$ cat config.mk
export PLATFORM = sky130hd
export DESIGN_NAME = note_sequencer
export DESIGN_NICKNAME = d
export VERILOG_FILES = /design/src/rtl/music_pkg.sv /design/src/rtl/beat_timer.sv /design/src/rtl/note_sequencer.sv
export SDC_FILE = /design/constraint.sdc
export NUM_CORES = 1
export LEC_CHECK = 0
export CAP_MARGIN = 5
export CORE_UTILIZATION = 66
export CTS_BUF_LIST = sky130_fd_sc_hd__clkbuf_4
export DETAILED_ROUTE_END_ITERATION = 8
export PLACE_DENSITY = 0.85
export SETUP_SLACK_MARGIN = 0.2
export SYNTH_ARGS = -nofsm -noshare
export SYNTH_HDL_FRONTEND = slang
export SYNTH_SLANG_ARGS = --single-unit
$ cat constraint.sdc
create_clock -name clk -period 11.6 [get_ports clk]
set_input_delay 1.74 -clock clk [delete_from_list [all_inputs] [get_ports clk]]
set_output_delay 1.74 -clock clk [all_outputs]
set_load 0.05 [all_outputs]
$ cat src/rtl/music_pkg.sv
// Shared types and constants for the melody player.
// Pitch table, sequencer states and the song RAM entry layout.
package music_pkg;

  typedef enum logic [2:0] {
    IDLE,
    LOAD,
    PLAY,
    GAP,
    DONE
  } seq_state_t;

  typedef struct packed {
    logic [3:0] pitch;
    logic [3:0] dur;
  } song_entry_t;

  localparam logic [3:0] PITCH_REST = 4'd0;
  localparam logic [3:0] DUR_END    = 4'd0;

  // clkDivider stop values, C..B of the octave holding A = 110 Hz.
  // Index 0 is unused (rest).
  localparam logic [31:0] PITCH_TABLE [13] = '{
    32'h0000_0000,
    32'h0000_2EA9,
    32'h0000_2C0A,
    32'h0000_2991,
    32'h0000_273C,
    32'h0000_2508,
    32'h0000_22F4,
    32'h0000_20FE,
    32'h0000_1F24,
    32'h0000_1D65,
    32'h0000_1BBE,
    32'h0000_1A30,
    32'h0000_18B7
  };

  // Codes 13..15 have no table entry and play as rests.
  function automatic logic is_tone(
    input logic [3:0] p
  );
    return (p != PITCH_REST) && (p <= 4'd12);
  endfunction

endpackage

$ cat src/rtl/beat_timer.sv
// Loadable 32-bit down-counter timing PLAY and GAP intervals.
// Ports: clk, reset_n, load/load_val, count enable, expire pulse.
module beat_timer (
  input  logic        clk,
  input  logic        reset_n,
  input  logic        load,
  input  logic [31:0] load_val,
  input  logic        count,
  output logic        expire
);

  logic [31:0] cnt_q;
  logic [31:0] cnt_d;

  // A load of N gives expire in the Nth counting cycle.
  assign expire = count && (cnt_q == 32'd1);

  always_comb begin
    cnt_d = cnt_q;
    if (load) begin
      cnt_d = load_val;
    end else if (count && (cnt_q != 32'd0)) begin
      cnt_d = cnt_q - 32'd1;
    end
  end

  always_ff @(posedge clk) begin
    if (!reset_n) begin
      cnt_q <= '0;
    end else begin
      cnt_q <= cnt_d;
    end
  end

endmodule

$ cat src/rtl/note_sequencer.sv
// Plays a 16-entry song RAM through one divider/sine voice.
// Ports: start/stop/loop control, RAM write, div_stop/gate/status.
module note_sequencer
  import music_pkg::*;
#(
  parameter int unsigned TICKS_PER_BEAT = 6_250_000,
  parameter int unsigned GAP_TICKS      = 250_000,
  parameter int unsigned SONG_LEN       = 16,
  localparam int unsigned AW = $clog2(SONG_LEN)
) (
  input  logic          clk,
  input  logic          reset_n,
  input  logic          start,
  input  logic          stop,
  input  logic          loop,
  input  logic          wr_en,
  input  logic [AW-1:0] wr_addr,
  input  logic [7:0]    wr_data,
  output logic [31:0]   div_stop,
  output logic          gate,
  output logic [AW-1:0] note_addr,
  output logic          busy,
  output logic          done
);

  localparam logic [AW-1:0] LAST = AW'(SONG_LEN - 1);

  if (64'(TICKS_PER_BEAT) * 64'd15 > 64'hFFFF_FFFF) begin : g_tpb_chk
    $error("15*TICKS_PER_BEAT overflows 32 bits");
  end
  if (TICKS_PER_BEAT <= GAP_TICKS) begin : g_gap_chk
    $error("TICKS_PER_BEAT must exceed GAP_TICKS");
  end

  seq_state_t    state_q, state_d;
  logic [AW-1:0] addr_q, addr_d;
  logic          gate_q, gate_d;
  logic [31:0]   div_q, div_d;
  logic [7:0]    ram_q [SONG_LEN];

  song_entry_t   entry;
  logic [31:0]   play_ticks;
  logic          t_load;
  logic          t_count;
  logic          t_expire;
  logic [31:0]   t_val;

  assign entry      = song_entry_t'(ram_q[addr_q]);
  assign play_ticks = 32'(entry.dur) * TICKS_PER_BEAT
                    - GAP_TICKS;

  // Writes only land while idle, so a playing song is stable.
  always_ff @(posedge clk) begin
    if (wr_en && (state_q == IDLE)) begin
      ram_q[wr_addr] <= wr_data;
    end
  end

  beat_timer u_timer (
    .clk      (clk),
    .reset_n  (reset_n),
    .load     (t_load),
    .load_val (t_val),
    .count    (t_count),
    .expire   (t_expire)
  );

  always_comb begin
    state_d = state_q;
    addr_d  = addr_q;
    gate_d  = gate_q;
    div_d   = div_q;
    t_load  = 1'b0;
    t_val   = '0;
    t_count = 1'b0;
    if (stop && (state_q != IDLE)) begin
      state_d = IDLE;
      gate_d  = 1'b0;
    end else begin
      unique case (state_q)
        IDLE: begin
          if (start && !stop) begin
            state_d = LOAD;
            addr_d  = '0;
          end
        end
        LOAD: begin
          if (entry.dur == DUR_END) begin
            if (loop) begin
              addr_d = '0;
            end else begin
              state_d = DONE;
            end
          end else begin
            state_d = PLAY;
            t_load  = 1'b1;
            t_val   = play_ticks;
            gate_d  = is_tone(entry.pitch);
            if (is_tone(entry.pitch)) begin
              div_d = PITCH_TABLE[entry.pitch];
            end
          end
        end
        PLAY: begin
          t_count = 1'b1;
          if (t_expire) begin
            state_d = GAP;
            gate_d  = 1'b0;
            t_load  = 1'b1;
            t_val   = GAP_TICKS;
          end
        end
        GAP: begin
          t_count = 1'b1;
          if (t_expire) begin
            if (addr_q == LAST) begin
              if (loop) begin
                state_d = LOAD;
                addr_d  = '0;
              end else begin
                state_d = DONE;
              end
            end else begin
              state_d = LOAD;
              addr_d  = addr_q + 1'b1;
            end
          end
        end
        DONE: begin
          gate_d  = 1'b0;
          state_d = IDLE;
        end
        default: begin
          gate_d  = 1'b0;
          state_d = IDLE;
        end
      endcase
    end
  end

  always_ff @(posedge clk) begin
    if (!reset_n) begin
      state_q <= IDLE;
      addr_q  <= '0;
      gate_q  <= 1'b0;
      div_q   <= '0;
    end else begin
      state_q <= state_d;
      addr_q  <= addr_d;
      gate_q  <= gate_d;
      div_q   <= div_d;
    end
  end

  assign div_stop  = div_q;
  assign gate      = gate_q;
  assign note_addr = addr_q;
  assign busy      = (state_q != IDLE);
  assign done      = (state_q == DONE);

endmodule

## After elaboration in Yosys (flattened, before gate mapping)

Memory sizes are Yosys's and may differ from the RTL's. A register that Yosys moved wholly into a read port is not among the register bits.
Cells that the tools add are included.

| storage, ports and cells | value |
|---|---|
| register bits | 40 |
| RAM bits | 128 |
| bits in read-only memories | 512 |
| input port bits | 18 |
| output and inout bits | 39 |
| logic and storage cells | 83 |
| memories kept | 2 |

| cells by class | value |
|---|---|
| $add $sub $neg | 3 |
| multiply operators | 1 |
| order comparisons | 1 |
| equality and inequality tests | 12 |
| muxes and demuxes | 33 |
| bitwise gates (word level) | 5 |
| reduce and logical (&&, ||, !) cells | 22 |

Memories:

| memory | depth | bits a word | read ports | clocked after Yosys merged registers in | wr ports | RTL line | source |
|---|---|---|---|---|---|---|---|
| (no name shown) | 16 | 32 | 1 | 1 | 0 | note_sequencer.sv:100 | `div_d = PITCH_TABLE[entry.pitch];` |
| ram_q | 16 | 8 | 1 | 1 | 1 | note_sequencer.sv:39 | `logic [7:0] ram_q [SONG_LEN];` |

Operators by type and width:

| operator | count |
|---|---|
| two-way mux 32 bit | 4 |
| one-hot mux 32 bit (2 select lines) | 1 |
| == test 32 x 1 -> 1 bit (second input constant) | 1 |
| nonzero test 32 bit | 1 |
| subtractor 32 x 1 -> 32 bit (second input constant) | 1 |
| two-way mux 4 bit | 7 |
| subtractor 27 x 18 -> 28 bit (second input constant) | 1 |
| multiplier 4 x 19 -> 23 bit (second input constant) | 1 |
| two-way mux 3 bit | 7 |
| two-way mux 18 bit | 1 |
| one-hot mux 3 bit (4 select lines) | 1 |
| one-hot mux 4 bit (3 select lines) | 1 |
| two-way mux 1 bit | 9 |
| != test 2 bit (second input constant) | 4 |
| AND reduction 4 bit | 2 |
| == test 3 x 2 -> 1 bit (second input constant) | 2 |
| logical AND 1 bit | 6 |
| nonzero test 3 bit | 2 |
| OR reduction 2 bit | 3 |
| NOT 4 -> 5 bit | 1 |
| AND reduction 5 bit | 1 |
| adder 4 x 1 -> 4 bit (second input constant) | 1 |
| == test 4 bit (second input constant) | 1 |
| <= comparator 4 bit (second input constant) | 1 |
| 13 further kinds | 17 |

## Longest topological paths before layout

| depth | value |
|---|---|
| depth after elaboration | 9 |
| depth in mapped cells | 20 |
| gate-level depth less buffers | 16 |

## Cells and area by module

A second synthesis with hierarchy kept.

| second synthesis, totals | value |
|---|---|
| cells, all modules | 879 |
| area total of the unflattened synthesis | 10261.1 µm² |

By module, submodules not included:

| module | instances | cells an instance | area an instance (µm²) | seq. area each (µm²) |
|---|---|---|---|---|
| note_sequencer | 1 | 632 | 8260.4 | 4364.2 |
| beat_timer | 1 | 247 | 2000.7 | 640.6 |

## Least setup slack after synthesis

Ideal clock, no wire load.

| path | value |
|---|---|
| kind | reg2reg |
| from | register (tool-made name) |
| to | register u_timer.cnt_q[25] |
| setup time | 62 ps |
| arrival | 5693 ps |
| data required time | 11538 ps |
| slack | 5844 ps |
| cell stages (with the launch flop) | 18 |
| buffers on the path | 3 |
| clock period less this slack | 5756 ps |
| cell sequence | dfxtp_1 buf_4 buf_2 buf_2 mux4_2 mux4_2 fa_1 fa_1 inv_1 fa_1 nor2b_1 o21ai_1 a211oi_1 o41ai_1 xnor2_1 or2_2 or4b_1 nand3_1 |

RTL lines:

| what | RTL line | source |
|---|---|---|
| to (signal assigned) | beat_timer.sv:31 | `cnt_q <= cnt_d;` |
| to (decl) | beat_timer.sv:12 | `logic [31:0] cnt_q;` |

==> qor.csv <==
stage,metric,value,unit
clock_network,cts_setup_buffers,0,
finish,drive_gt1_share,11.32,%
critical_path,crit_arrival,6.79,ns
global_routing,grt_pass1_wl,36850,µm
pwr,seqPwrFrac,54.9,%
timing,rsz0062_at_grt,no,
timing,timing.hold.ws,0.4904,ns
logic_synthesis,synth.area.top_cells,"edfxtp_1 (39%), dfxtp_1 (12%), mux4_2 (8.6%)",
worst_hold_path,hold_end,u_timer.cnt_q[10],
clock_network,cts_root_buf,clkbuf_4,
route,ant_nets,0,
pwr,pwr_density_cell,124.5,nW/µm²
logic_synthesis,synth-async-reset-ratio,0,%
pwr,finalPower,1.344,mW
global_routing,grt_antenna_before_repair,0,
logic_synthesis,avgSynthCellArea,11.74,µm²
logic_synthesis,synthTopCellsByCount,"edfxtp_1 (128), nor2_1 (76), dfxtp_1 (58)",
finish,area_growth,8.189,%
logic_synthesis,ys_warn_count,0,
pwr,swShare,31.31,%
die,core,14640,µm²
logic_synthesis,synthSimpleGateAreaFrac,12.94,%
clock_network,cts_tree,built,
logic_synthesis,yosys.area.top_type,edfxtp_1,
timing,setup_viol,0,
clock_network,cts_resized,0,
run_status,status,"complete, but fails checks",
worst_hold_path,hold_path.class,reg2reg,
worst_hold_path,min_from,u_timer.cnt_q[10],
clock_network,hold_buffers,0,
timing,fin_setup_tns,0,ns
critical_path,required,12.08,ns
critical_path,worstSetupPathType,reg2reg,
clock_network,clkSinkCount,186,
finish,fin_nets,948,
clock_network,numCtsBuffers,17,
timing,post-route-worst-setup-slack,5.293,ns
logic_synthesis,synth_xor_area_share,2.809,%
timing,clock_skew,0.03148,ns
critical_path,slowest_stage,dfxtp_2,
logic_synthesis,ys_types,72,
timing,slew_viol_final,0,
finish,finalInstanceArea,10790,µm²
pwr,p_leak,3.820,nW
pwr,pwr-share-comb,14.9,%
logic_synthesis,syn-instance-count,850,
critical_path,cp-start-kind,flop,
clock_network,ctsHtreeMaxLevel,4,
global_routing,grt_start_max_net_pins,34,
placement,io_buffers,38,
critical_path,cp_max_fo,29,
critical_path,crit_top_cell,fa_1,
critical_path,r2r_cells,15,
timing,max_slew_margin,21.92,%
finish,diodes,0,
clock_network,insertion_delay,0.62,ns
timing,max_clock_freq,158.5,MHz
timing,fin_crit,6.307,ns
die,fp.dieW,125.0,µm
global_routing,track_usage,30.88,%
placement,dpl.hpwl,16230,µm
die,dieArea,15610,µm²
logic_synthesis,synth-compound-area-share,13.04,%
timing,timing.final.crit_share,54.37,%
route,routedWlPerCell,21.52,µm
logic_synthesis,yosysSeqAreaShare,50.16,%
worst_hold_path,whs_path_depth,2,
pwr,power.internal,0.9229,mW
die,rows,44,
logic_synthesis,synth_edf_count,128,
clock_network,clk_pin_slew_worst_paths,0.17,ns
placement,place.gp.congestion,0.9235,
route,first_pass_iters,9,
global_routing,grt_pass1_vias,6973,
finish,final.fill_count,931,
logic_synthesis,synth_top_family_by_area,compound AO/OA/AOI/OAI gates,
die,die_y,125.0,µm
critical_path,cp_num_buf_inv,1,
die,ios,57,
logic_synthesis,synth.area.mux_share,9.995,%
run_status,violations,design-rule violations,
placement,place_ws,5.419,ns
logic_synthesis,synth_top_area_share,38.53,%
die,start_util,68.13,%
critical_path,slowest_delay,1.02,ns
pwr,p_sw,0.4206,mW
route,vias,7287,
logic_synthesis,yosysMostFrequentCell,edfxtp_1,
critical_path,critPathTopFamily,adder cells,
timing,worst_slew_pin_slew,1.167,ns
critical_path,cp_cell_sequence,mux4_2 > mux2i_1 > mux2i_1 > fa_1 > fa_1 > inv_1 > fa_1 > nor2b_1 > o21ai_1 > a211oi_1 > o221a_2 > o21ai_1 > nand2b_1 > o211ai_1 > o21ai_0,
route,drc,9,
timing,hold_violations,0,
pwr,peakVddDrop,0.1079,mV
pwr,power_frac_clock,30.2,%
route,drt-vias-per-instance,6.772,
critical_path,crit_path_end_kind,flop,
global_routing,overflow,0,
route,routed_wl,23160,µm
critical_path,r2r_slack,5.29,ns
logic_synthesis,synth_top_flop_cell,edfxtp_1,
route,drt_iter0_drc,883,
logic_synthesis,synth_area,9977,µm²
run,drv_cap,0,
clock_network,cts_buffer_depth,2,
logic_synthesis,synthAdderAreaFrac,6.998,%
critical_path,reg2reg_to,u_timer.cnt_q[29],
logic_synthesis,synth_seq_cells,186,
placement,placedInstanceArea,10440,µm²
==> tightest hold or removal path: stages, from the launching register on <==
cell	delay (ns)
dfxtp_1	0.36
inv_1	0.06
a21oi_1	0.05
==> final cells by class <==
type / count / area [µm²] / share of cell area, %
clock buffer: 17 / 127.6 / 1.182
clock inverter: 15 / 230.2 / 2.133
inverter: 29 / 108.9 / 1.008
multi-input combinational: 598 / 4643 / 43.02
sequential: 186 / 5006 / 46.38
tap: 184 / 230.2 / 2.133
timing repair buffer: 47 / 447.9 / 4.150
==> registers in the layout, summed over array words and instances (netlist names), named ones only <==
signal	flops
ram_q	128
div_stop	14
state_q	3
u_timer.cnt_q	32
gate	1
note_addr	4
==> layout by cell type, fill, tap and decap left out, types with 6 or more instances in the layout <==
| master | count |
|---|---|
| nand3_1 | 12 |
| xnor2_1 | 20 |
| nor4_1 | 11 |
| inv_1 | 28 |
| conb_1 | 18 |
| or3_1 | 10 |
| a31oi_1 | 13 |
| ha_1 | 43 |
| nor3_1 | 27 |
| mux2i_1 | 13 |
| nand2_1 | 51 |
| nand2b_1 | 13 |
| mux4_2 | 38 |
| o21ai_0 | 45 |
| clkdlybuf4s50_1 | 38 |
| nor2_1 | 76 |
| a211oi_1 | 10 |
| o211a_1 | 9 |
| a21oi_1 | 41 |
| and2_1 | 7 |
| fa_1 | 8 |
| xor2_1 | 12 |
| o221ai_1 | 7 |
| nor2b_1 | 8 |
| dfxtp_1 | 57 |
| or2_2 | 6 |
| clkbuf_4 | 17 |
| edfxtp_1 | 128 |
| a21o_1 | 8 |
| buf_4 | 9 |
==> per-layer routing <==
layer | vias to the layer above | track usage (%) | routed length, µm
li1 | 3267 | - | -
met1 | 3509 | 40.69 | 9071
met2 | 460 | 52.21 | 11670
met3 | 51 | 5.991 | 1963
met4 | 0 | 9.756 | 455
met5 | - | 0 | 0
==> power by group through the flow <==
| stage | Combinational [mW] | Clock [mW] | Sequential, mW |
|---|---|---|---|
| 6_report | 0.200 | 0.406 | 0.737 |
| 5_1_grt | 0.217 | 0.432 | 0.739 |
| 4_1_cts | 0.196 | 0.410 | 0.737 |
| 3_5_place_dp | 0.194 | 0 | 0.752 |
| 3_3_place_gp | 0.187 | 0 | 0.750 |
| 2_1_floorplan | 0.145 | 0 | 0.753 |
==> how the worst max path moves through the flow <==
stage | to | slack (ns) | depth (start not counted)
3_3_place_gp | u_timer.cnt_q[25] | 5.70 | 14
4_1_cts | u_timer.cnt_q[29] | 5.37 | 15
2_1_floorplan | u_timer.cnt_q[25] | 5.84 | 17
6_report | u_timer.cnt_q[29] | 5.29 | 15
3_5_place_dp | u_timer.cnt_q[29] | 5.42 | 14
5_1_grt | u_timer.cnt_q[29] | 4.84 | 15
==> metrics by stage <==
step | utilization (%) | cells
6_report | 73.71 | 1076
5_1_grt | 73.71 | 1076
4_1_cts | 73.71 | 1076
3_5_place_dp | 71.27 | 1044
3_3_place_gp | 71.27 | 1044
2_1_floorplan | - | 867
==> logic make-up (layout without fill, tap and decap cells) <==
logic type	count (synthesis)	after routing
flip-flops	186	186
multiplexers	52	52
AO/OA/AOI/OAI	192	192
XOR/XNOR	32	32
buffers and inverters	83	108
adder cells (fa/ha/maj)	51	51
AND/OR/NAND/NOR	253	253
other	1	18
Power figures use the tool's default switching activity.
